--- src/rtl/parts_pkg.sv ---
// Shared type definitions for the internal-bus control blocks.
package parts_pkg;

    typedef enum logic [1:0] {ARB_IDLE, ARB_GRANT, ARB_TURN} arb_state_t;

endpackage

--- src/rtl/rr_pick.sv ---
// Combinational round-robin picker: first set req bit scanning upward from
// ptr+1, wrapping modulo NREQ, so the last owner is considered last.
module rr_pick #(
    parameter  int NREQ = 4,
    localparam int IW   = $clog2(NREQ)
) (
    input  logic [NREQ-1:0] req,
    input  logic [IW-1:0]   ptr,
    output logic            found,
    output logic [IW-1:0]   idx
);

    // NOTE: every output gets a default before the loop so no path leaves it
    // unassigned, which would otherwise infer a latch.
    always_comb begin
        found = 1'b0;
        idx   = '0;
        for (int i = 1; i <= NREQ; i++) begin
            if (!found && req[IW'((int'(ptr) + i) % NREQ)]) begin
                found = 1'b1;
                idx   = IW'((int'(ptr) + i) % NREQ);
            end
        end
    end

endmodule

--- src/rtl/bus_arbiter_rr.sv ---
// Round-robin owner sequencer for the shared tristate bus: one-hot grants,
// a dead TURN cycle between owners, and a bounded hold per ownership.
module bus_arbiter_rr
    import parts_pkg::*;
#(
    parameter  int NREQ     = 4,
    parameter  int MAX_HOLD = 4,
    localparam int IW       = $clog2(NREQ)
) (
    input  logic            clk,
    input  logic            reset,
    input  logic [NREQ-1:0] req,
    input  logic [NREQ-1:0] done,
    output logic [NREQ-1:0] gnt,
    output logic [NREQ-1:0] drive_en,
    output logic [IW-1:0]   owner,
    output logic            bus_busy,
    output logic            timeout
);

    localparam int            HW        = (MAX_HOLD > 1) ? $clog2(MAX_HOLD) : 1;
    localparam logic [HW-1:0] HOLD_LAST = HW'(MAX_HOLD - 1);

    arb_state_t      state_q, state_d;
    logic [IW-1:0]   ptr_q, ptr_d;
    logic [IW-1:0]   owner_q, owner_d;
    logic [HW-1:0]   hold_cnt_q, hold_cnt_d;
    logic [NREQ-1:0] gnt_q, gnt_d;
    logic            timeout_q, timeout_d;

    logic            pick_found;
    logic [IW-1:0]   pick_idx;
    logic            owner_done, owner_req, hold_limit;

    rr_pick #(.NREQ(NREQ)) u_pick (
        .req   (req),
        .ptr   (ptr_q),
        .found (pick_found),
        .idx   (pick_idx)
    );

    assign owner_done = done[owner_q];
    assign owner_req  = req[owner_q];
    assign hold_limit = (hold_cnt_q == HOLD_LAST);

    always_comb begin
        state_d    = state_q;
        ptr_d      = ptr_q;
        owner_d    = owner_q;
        hold_cnt_d = hold_cnt_q;
        gnt_d      = gnt_q;
        timeout_d  = 1'b0;

        case (state_q)
            ARB_IDLE, ARB_TURN: begin
                gnt_d      = '0;
                hold_cnt_d = '0;
                if (pick_found) begin
                    state_d           = ARB_GRANT;
                    owner_d           = pick_idx;
                    gnt_d[pick_idx]   = 1'b1;
                end else begin
                    state_d = ARB_IDLE;
                end
            end
            ARB_GRANT: begin
                if (owner_done || !owner_req || hold_limit) begin
                    state_d    = ARB_TURN;
                    ptr_d      = owner_q;
                    gnt_d      = '0;
                    hold_cnt_d = '0;
                    // Only a pure hold-limit release is reported as a timeout.
                    timeout_d  = hold_limit && !owner_done && owner_req;
                end else begin
                    hold_cnt_d = hold_cnt_q + 1'b1;
                end
            end
            default: begin
                state_d = ARB_IDLE;
                gnt_d   = '0;
            end
        endcase
    end

    // NOTE: state flops use non-blocking assignments so every register samples
    // the pre-edge values, independent of statement order.
    always_ff @(posedge clk) begin
        if (reset) begin
            state_q    <= ARB_IDLE;
            ptr_q      <= IW'(NREQ - 1);
            owner_q    <= '0;
            hold_cnt_q <= '0;
            gnt_q      <= '0;
            timeout_q  <= 1'b0;
        end else begin
            state_q    <= state_d;
            ptr_q      <= ptr_d;
            owner_q    <= owner_d;
            hold_cnt_q <= hold_cnt_d;
            gnt_q      <= gnt_d;
            timeout_q  <= timeout_d;
        end
    end

    assign gnt      = gnt_q;
    assign drive_en = (state_q == ARB_GRANT) ? gnt_q : '0;
    assign owner    = owner_q;
    assign bus_busy = (state_q == ARB_GRANT);
    assign timeout  = timeout_q;

endmodule

--- config.mk ---
export PLATFORM = sky130hd
export DESIGN_NAME = bus_arbiter_rr
export DESIGN_NICKNAME = d
export VERILOG_FILES = /design/src/rtl/parts_pkg.sv /design/src/rtl/rr_pick.sv /design/src/rtl/bus_arbiter_rr.sv
export SDC_FILE = /design/constraint.sdc
export NUM_CORES = 1
export LEC_CHECK = 0
export CORE_ASPECT_RATIO = 1.4
export CORE_MARGIN = 8
export CORE_UTILIZATION = 25
export CTS_CLUSTER_SIZE = 8
export DETAILED_ROUTE_END_ITERATION = 10
export RECOVER_POWER = 100
export SLEW_MARGIN = 20
export SYNTH_ARGS = -nofsm -noshare
export SYNTH_HDL_FRONTEND = slang
export SYNTH_SLANG_ARGS = --single-unit
--- constraint.sdc ---
create_clock -name clk -period 2.12 [get_ports clk]
set_clock_uncertainty 0.15 [all_clocks]
set_input_delay 0.53 -clock clk [delete_from_list [all_inputs] [get_ports clk]]
set_output_delay 0.53 -clock clk [all_outputs]
set_load 0.01 [all_outputs]
---- Yosys cells after proc, flatten, opt, wreduce, memory -nomap -nowiden ----
Cells that the tools add are included.
storage, ports and cells
  flip-flop bits (word level) ............. 13
  input bits .............................. 10
  output and inout bits ................... 12
  logic and storage cells ................. 78
cells by class
  $add $sub $neg .......................... 5
  order comparisons ....................... 7
  equality and inequality tests ........... 4
  mux-type cells .......................... 35
  bitwise gates (word level) .............. 2
  reductions and logical operators ........ 19
operators by type and width
  kind                                                        count
  less-than comparator 2 x 4 -> 1 bit, second input constant  4
  two-way mux 1 bit                                           16
  binary-select mux 1 bit (select 2 bit)                      6
  two-way mux 2 bit                                           6
  two-way mux 4 bit                                           3
  one-hot mux 2 bit (2 select lines)                          2
  one-hot mux 4 bit (2 select lines)                          1
  adder 2 x 1 -> 2 bit, second input constant                 3
  logical AND 1 bit                                           6
  less-than comparator 2 x 3 -> 1 bit, second input constant  2
  logical NOT 1 bit                                           5
  adder 2 bit, second input constant                          2
  == test 2 bit, second input constant                        2
  AND reduction 2 bit                                         2
  OR reduction 3 bit                                          1
  demux 1 bit (select 2 bit)                                  1
  == test 2 x 1 -> 1 bit, second input constant               1
  >= comparator 2 x 1 -> 1 bit, second input constant         1
  logical NOT 2 bit                                           1
  logical OR 1 bit                                            2
  inequality test 2 x 1 -> 1 bit, second input constant       1
  NOT 1 bit                                                   2
  nonzero test 2 bit                                          1
  OR reduction 2 bit                                          1

---- Depth between registers and ports, before layout ----
  depth in word-level cells ............... 20
  gate-level depth with buffers ........... 5
  depth with buffers taken out ............ 4

---- Hierarchy ----
From an unflattened synthesis, not the netlist that was laid out.
second synthesis, totals
  cell total of the unflattened synthesis .. 80
  area total of the unflattened synthesis .. 732.0 um^2
modules (own cells, without submodules)
  module          instances  cells an instance  area an instance (um^2)  sequential area each (um^2)
  bus_arbiter_rr  1          66                 640.6                    260.2
  rr_pick         1          14                 91.3                     0.0

---- Worst setup path after synthesis ----
OpenSTA, ideal clock, no wires.
  kind .................................... input -> register
  start ................................... in done[1]
  end ..................................... reg hold_cnt_q[1]
  library setup time ...................... 0.059 ns
  arrival ................................. 1.618 ns
  data required time ...................... 1.911 ns
  slack ................................... 0.293 ns
  stages .................................. 4
  buffers on the path ..................... 0
  cell sequence ........................... nand2b_1 -> mux4_2 -> nor4_4 -> a22o_1
between the ends
  cells in the longest elaborated chain, start to end .. 6
ends and longest elaborated chain
  item                                     RTL line              RTL
  start, declared                          bus_arbiter_rr.sv:13  input logic [NREQ-1:0] done,
  binary-select mux 1 bit (select 2 bit)   bus_arbiter_rr.sv:42  assign owner_done = done[owner_q];
  two-way mux 1 bit (implied by the code)  bus_arbiter_rr.sv:42
  logical OR 1 bit (2 in a row)            bus_arbiter_rr.sv:67  if (owner_done || !owner_req || hold_limit) begin
  two-way mux 2 bit                        bus_arbiter_rr.sv:67
  one-hot mux 2 bit (2 select lines)       bus_arbiter_rr.sv:54  case (state_q)
  end signal, assigned                     bus_arbiter_rr.sv:99  hold_cnt_q <= hold_cnt_d;
  end, declared                            bus_arbiter_rr.sv:27  logic [HW-1:0] hold_cnt_q, hold_cnt_d;
No other way between the ends. The select of a mux whose other input is x is not followed.
A chain may end at the register's enable or synchronous reset.

---- Final worst setup path ----
  start ................................... reg state_q[1]
  end ..................................... out drive_en[3]
between the ends
  cells in the longest elaborated chain, start to end .. 2
ends and longest elaborated chain
  item                    RTL line               RTL
  start, declared         bus_arbiter_rr.sv:24   arb_state_t state_q, state_d;
  start signal, assigned  bus_arbiter_rr.sv:96   state_q <= state_d;
  == test 2 x 1 -> 1 bit  bus_arbiter_rr.sv:106  assign drive_en = (state_q == ARB_GRANT) ? gnt_q : '0;
  two-way mux 4 bit       bus_arbiter_rr.sv:106
  end, declared           bus_arbiter_rr.sv:15   output logic [NREQ-1:0] drive_en,
No other way between the ends.

==> results.md <==
- Status: complete, no violations
- Switch share: 0.297
- Relative slew slack: 0.780
- Number of port buffers: 21
- Initial antenna violation count: 0
- Total CTS buffers: 3
- Post-Syn Nets: 88
- Post-synth top area share: 0.365
- Largest net degree at the start of global routing: 9
- Sink Count: 13
- P_sw: 216 uW
- Via count: 702
- Crit Path Class: reg2out
- WHS Endpoint: gnt[1]
- HP Class: reg2reg
- Area of the multi-input gates: 434 sq um
- Ports: 22
- Sequential Power Share: 0.403
- Pre-antenna DRT Iters: 4
- Crit path arrival time: 1.36 ns
- Nets: 126
- Setup crit end kind: output pin
- Synth area leaders: dfxtp_1 (36%), nand2b_1 (6.1%), o2bb2ai_1 (4.9%)
- Power density cells: 657 nW/um^2
- # rows: 23
- Share of post-route cells with drive strength above 1: 0.211
- Synth Cell Area: 713 sq um
- Final hold violation count: 0
- Clock Power Share: 0.321
- Max-Cap Viols: 0
- Critical Path RT: 1.44 ns
- Final Wtd Congestion: 0.759
- Worst skew pair latency: 0.25 ns
- Crit Path Max Fanout: 5
- #FFs+latches synth: 13
- CTS tree: yes
- GRT Resource Usage Total: 0.0993
- Worst-path cell chain: nand2b_1 -> inv_2 -> clkbuf_2 -> and2_1 -> dlygate4sd2_1
- Period utilization: 0.964
- Slew Viols, Final: 0
- RSZ-0062 raised after global routing: false
- Final setup fails: 0
- Syn Area/Cell: 9.26 sq um
- CTS Buffer Depth: 2
- DRT antenna net count: 0
- Reg2reg path depth: 5
- Top-count cell post-synth: dfxtp_1
- Post-synthesis sequential area ratio: 0.365
- Hold wc startpoint: gnt[1]
- Synth unique cells: 33
- Number of global-route vias before repair: 724
- Slew @ Worst Pin: 0.328 ns
- Pre-CTS WS: -0.286 ns
- Total die area: 4840 sq um
- Logic pwr share: 0.276
- WL per Instance: 14.7 um
- Mapped Cells: 77
- EDFF count, synth: 0
- Die Wd: 61.1 um
- Max IR drop VDD: 0.397 mV
- Root Buffer: clkbuf_8
- Detailed Route WL: 2220 um
- Starting DRT DRC Count: 21
- Synth cell count leaders: dfxtp_1 (13), nor2_1 (8), nand2b_1 (7)
- Reg2reg start: owner[1]
- Final Worst Setup Slack: 0.0761 ns
- Register area: 262 sq um
- Delay of the slowest critical-path stage: 0.30 ns
- Ys async rst share: 0
- Post-DP HPWL: 1630 um
- Yosys top cell by area: dfxtp_1
- Die Y-Extent: 79.2 um
- Period minus WS final: 2.04 ns
- Fmax: 489 MHz
- R2R setup slack: 0.46 ns
- H-Tree Depth: 1
- # hold bufs at CTS: 0
- Grt total ovfl: 0
- Fill count: 281
- Int Pwr: 510 uW
- DRC viols: 0
- Util after Layout: 0.395
- Reg2Reg Capture Point: hold_cnt_q[1]
- CTS clk-pin slew, worst paths: 0.06 ns
- Vias/cell: 4.65
- Layout area overhead: 54.7%
- Slowest CP cell: dfxtp_1
- Starting Density: 0.255
- Ant diodes: 0
- Top FF cell, synth: dfxtp_1
- Hold depth: 1
- CP startpoint kind: flop
- First-pass GRT wire length: 3550 um
- Warnings from Yosys: 0
- Core area: 2790 sq um
- Leak pwr: 0.000481 uW
critical path: cells and delay by family, from the launching register on:
kind,cells,cell delay [ns]
flops,1,0.30
simple gates,2,0.29
buf+inv,3,0.52
what timing repair did:
item                       in CTS  in global routing
setup buffers                   4                  1
setup endpoints to repair       8                  9
gates resized for setup         7                  2
pin swaps                       1                  1
worst max path at each step:
| stage | from | end | depth (start not counted) |
|---|---|---|---|
| floorplan | done[1] | hold_cnt_q[1] | 4 |
| finish | state_q[1] | drive_en[3] | 5 |
| CTS | req[2] | hold_cnt_q[1] | 6 |
| global placement | req[0] | hold_cnt_q[1] | 5 |
| global route | state_q[1] | drive_en[0] | 5 |
| detailed placement | req[0] | hold_cnt_q[1] | 5 |
power by group through the flow:
stage / Clock, uW / Combinational [uW] / Sequential [uW]
3_5_place_dp: 0 / 194 / 298
2_1_floorplan: 0 / 107 / 289
3_3_place_gp: 0 / 191 / 297
4_1_cts: 235 / 208 / 293
5_1_grt: 249 / 218 / 296
6_report: 233 / 200 / 293
metrics by stage:
step / hold WS, ns / TNS (ns) / cell area [sq um] / instances / power (uW)
after global routing: 0.358 / 0 / 1100 / 151 / 763
after detailed placement: 0.313 / -2.32 / 1030 / 142 / 491
after global placement: 0.316 / -2.03 / 1030 / 142 / 488
after floorplan: 0.296 / 0 / 713 / 77 / 396
after CTS: 0.334 / 0 / 1100 / 150 / 736
final: 0.328 / 0 / 1100 / 151 / 726
cell type report:
type / instances / share of cell area
inverters: 2 / 0.00680
repair buffers: 36 / 0.280
well taps: 37 / 0.0420
clock buffers: 4 / 0.0408
flip-flops and latches: 13 / 0.237
multi-input cells: 59 / 0.393
kinds of logic (layout without fill, tap and decap cells):
kind of cell,Yosys count,in the layout,share of synthesized area
muxes,6,6,0.105
buffers and inverters,5,42,0.0263
AOI/OAI and AO/OA,20,20,0.219
adders and majority gates,1,1,0.0175
and+or+nand+nor,32,32,0.267
DFF,13,13,0.365
layout by cell type (no fill, tap or decap), drive strengths merged, types with 2 or more instances in the layout:
cell type | synthesis | final
a211oi | 3 | 3
dlygate4sd3 | 0 | 6
mux2 | 2 | 2
o2bb2ai | 4 | 4
o21ai | 2 | 2
a21oi | 2 | 2
nand2 | 4 | 4
buf | 0 | 11
clkbuf | 3 | 8
dlygate4sd2 | 0 | 5
clkdlybuf4s50 | 0 | 8
and2 | 6 | 6
a22o | 2 | 2
mux2i | 3 | 3
dfxtp | 13 | 13
nor2 | 8 | 8
inv | 2 | 2
nand2b | 7 | 7
routing by layer:
metal / routed length [um] / global-route usage / vias to the layer above
met1: 923 / 0.101 / 326
met3: 113 / 0.0226 / 5
met5: 0 / 0 / -
met4: 51 / 0.0632 / 0
li1: - / - / 352
met2: 1140 / 0.172 / 19
registers in the layout, summed over array words and instances, names as in the netlist:
name,count
gnt,4
hold_cnt_q,2
owner,2
ptr_q,2
state_q,2
timeout,1
Power figures use the tool's default switching activity.
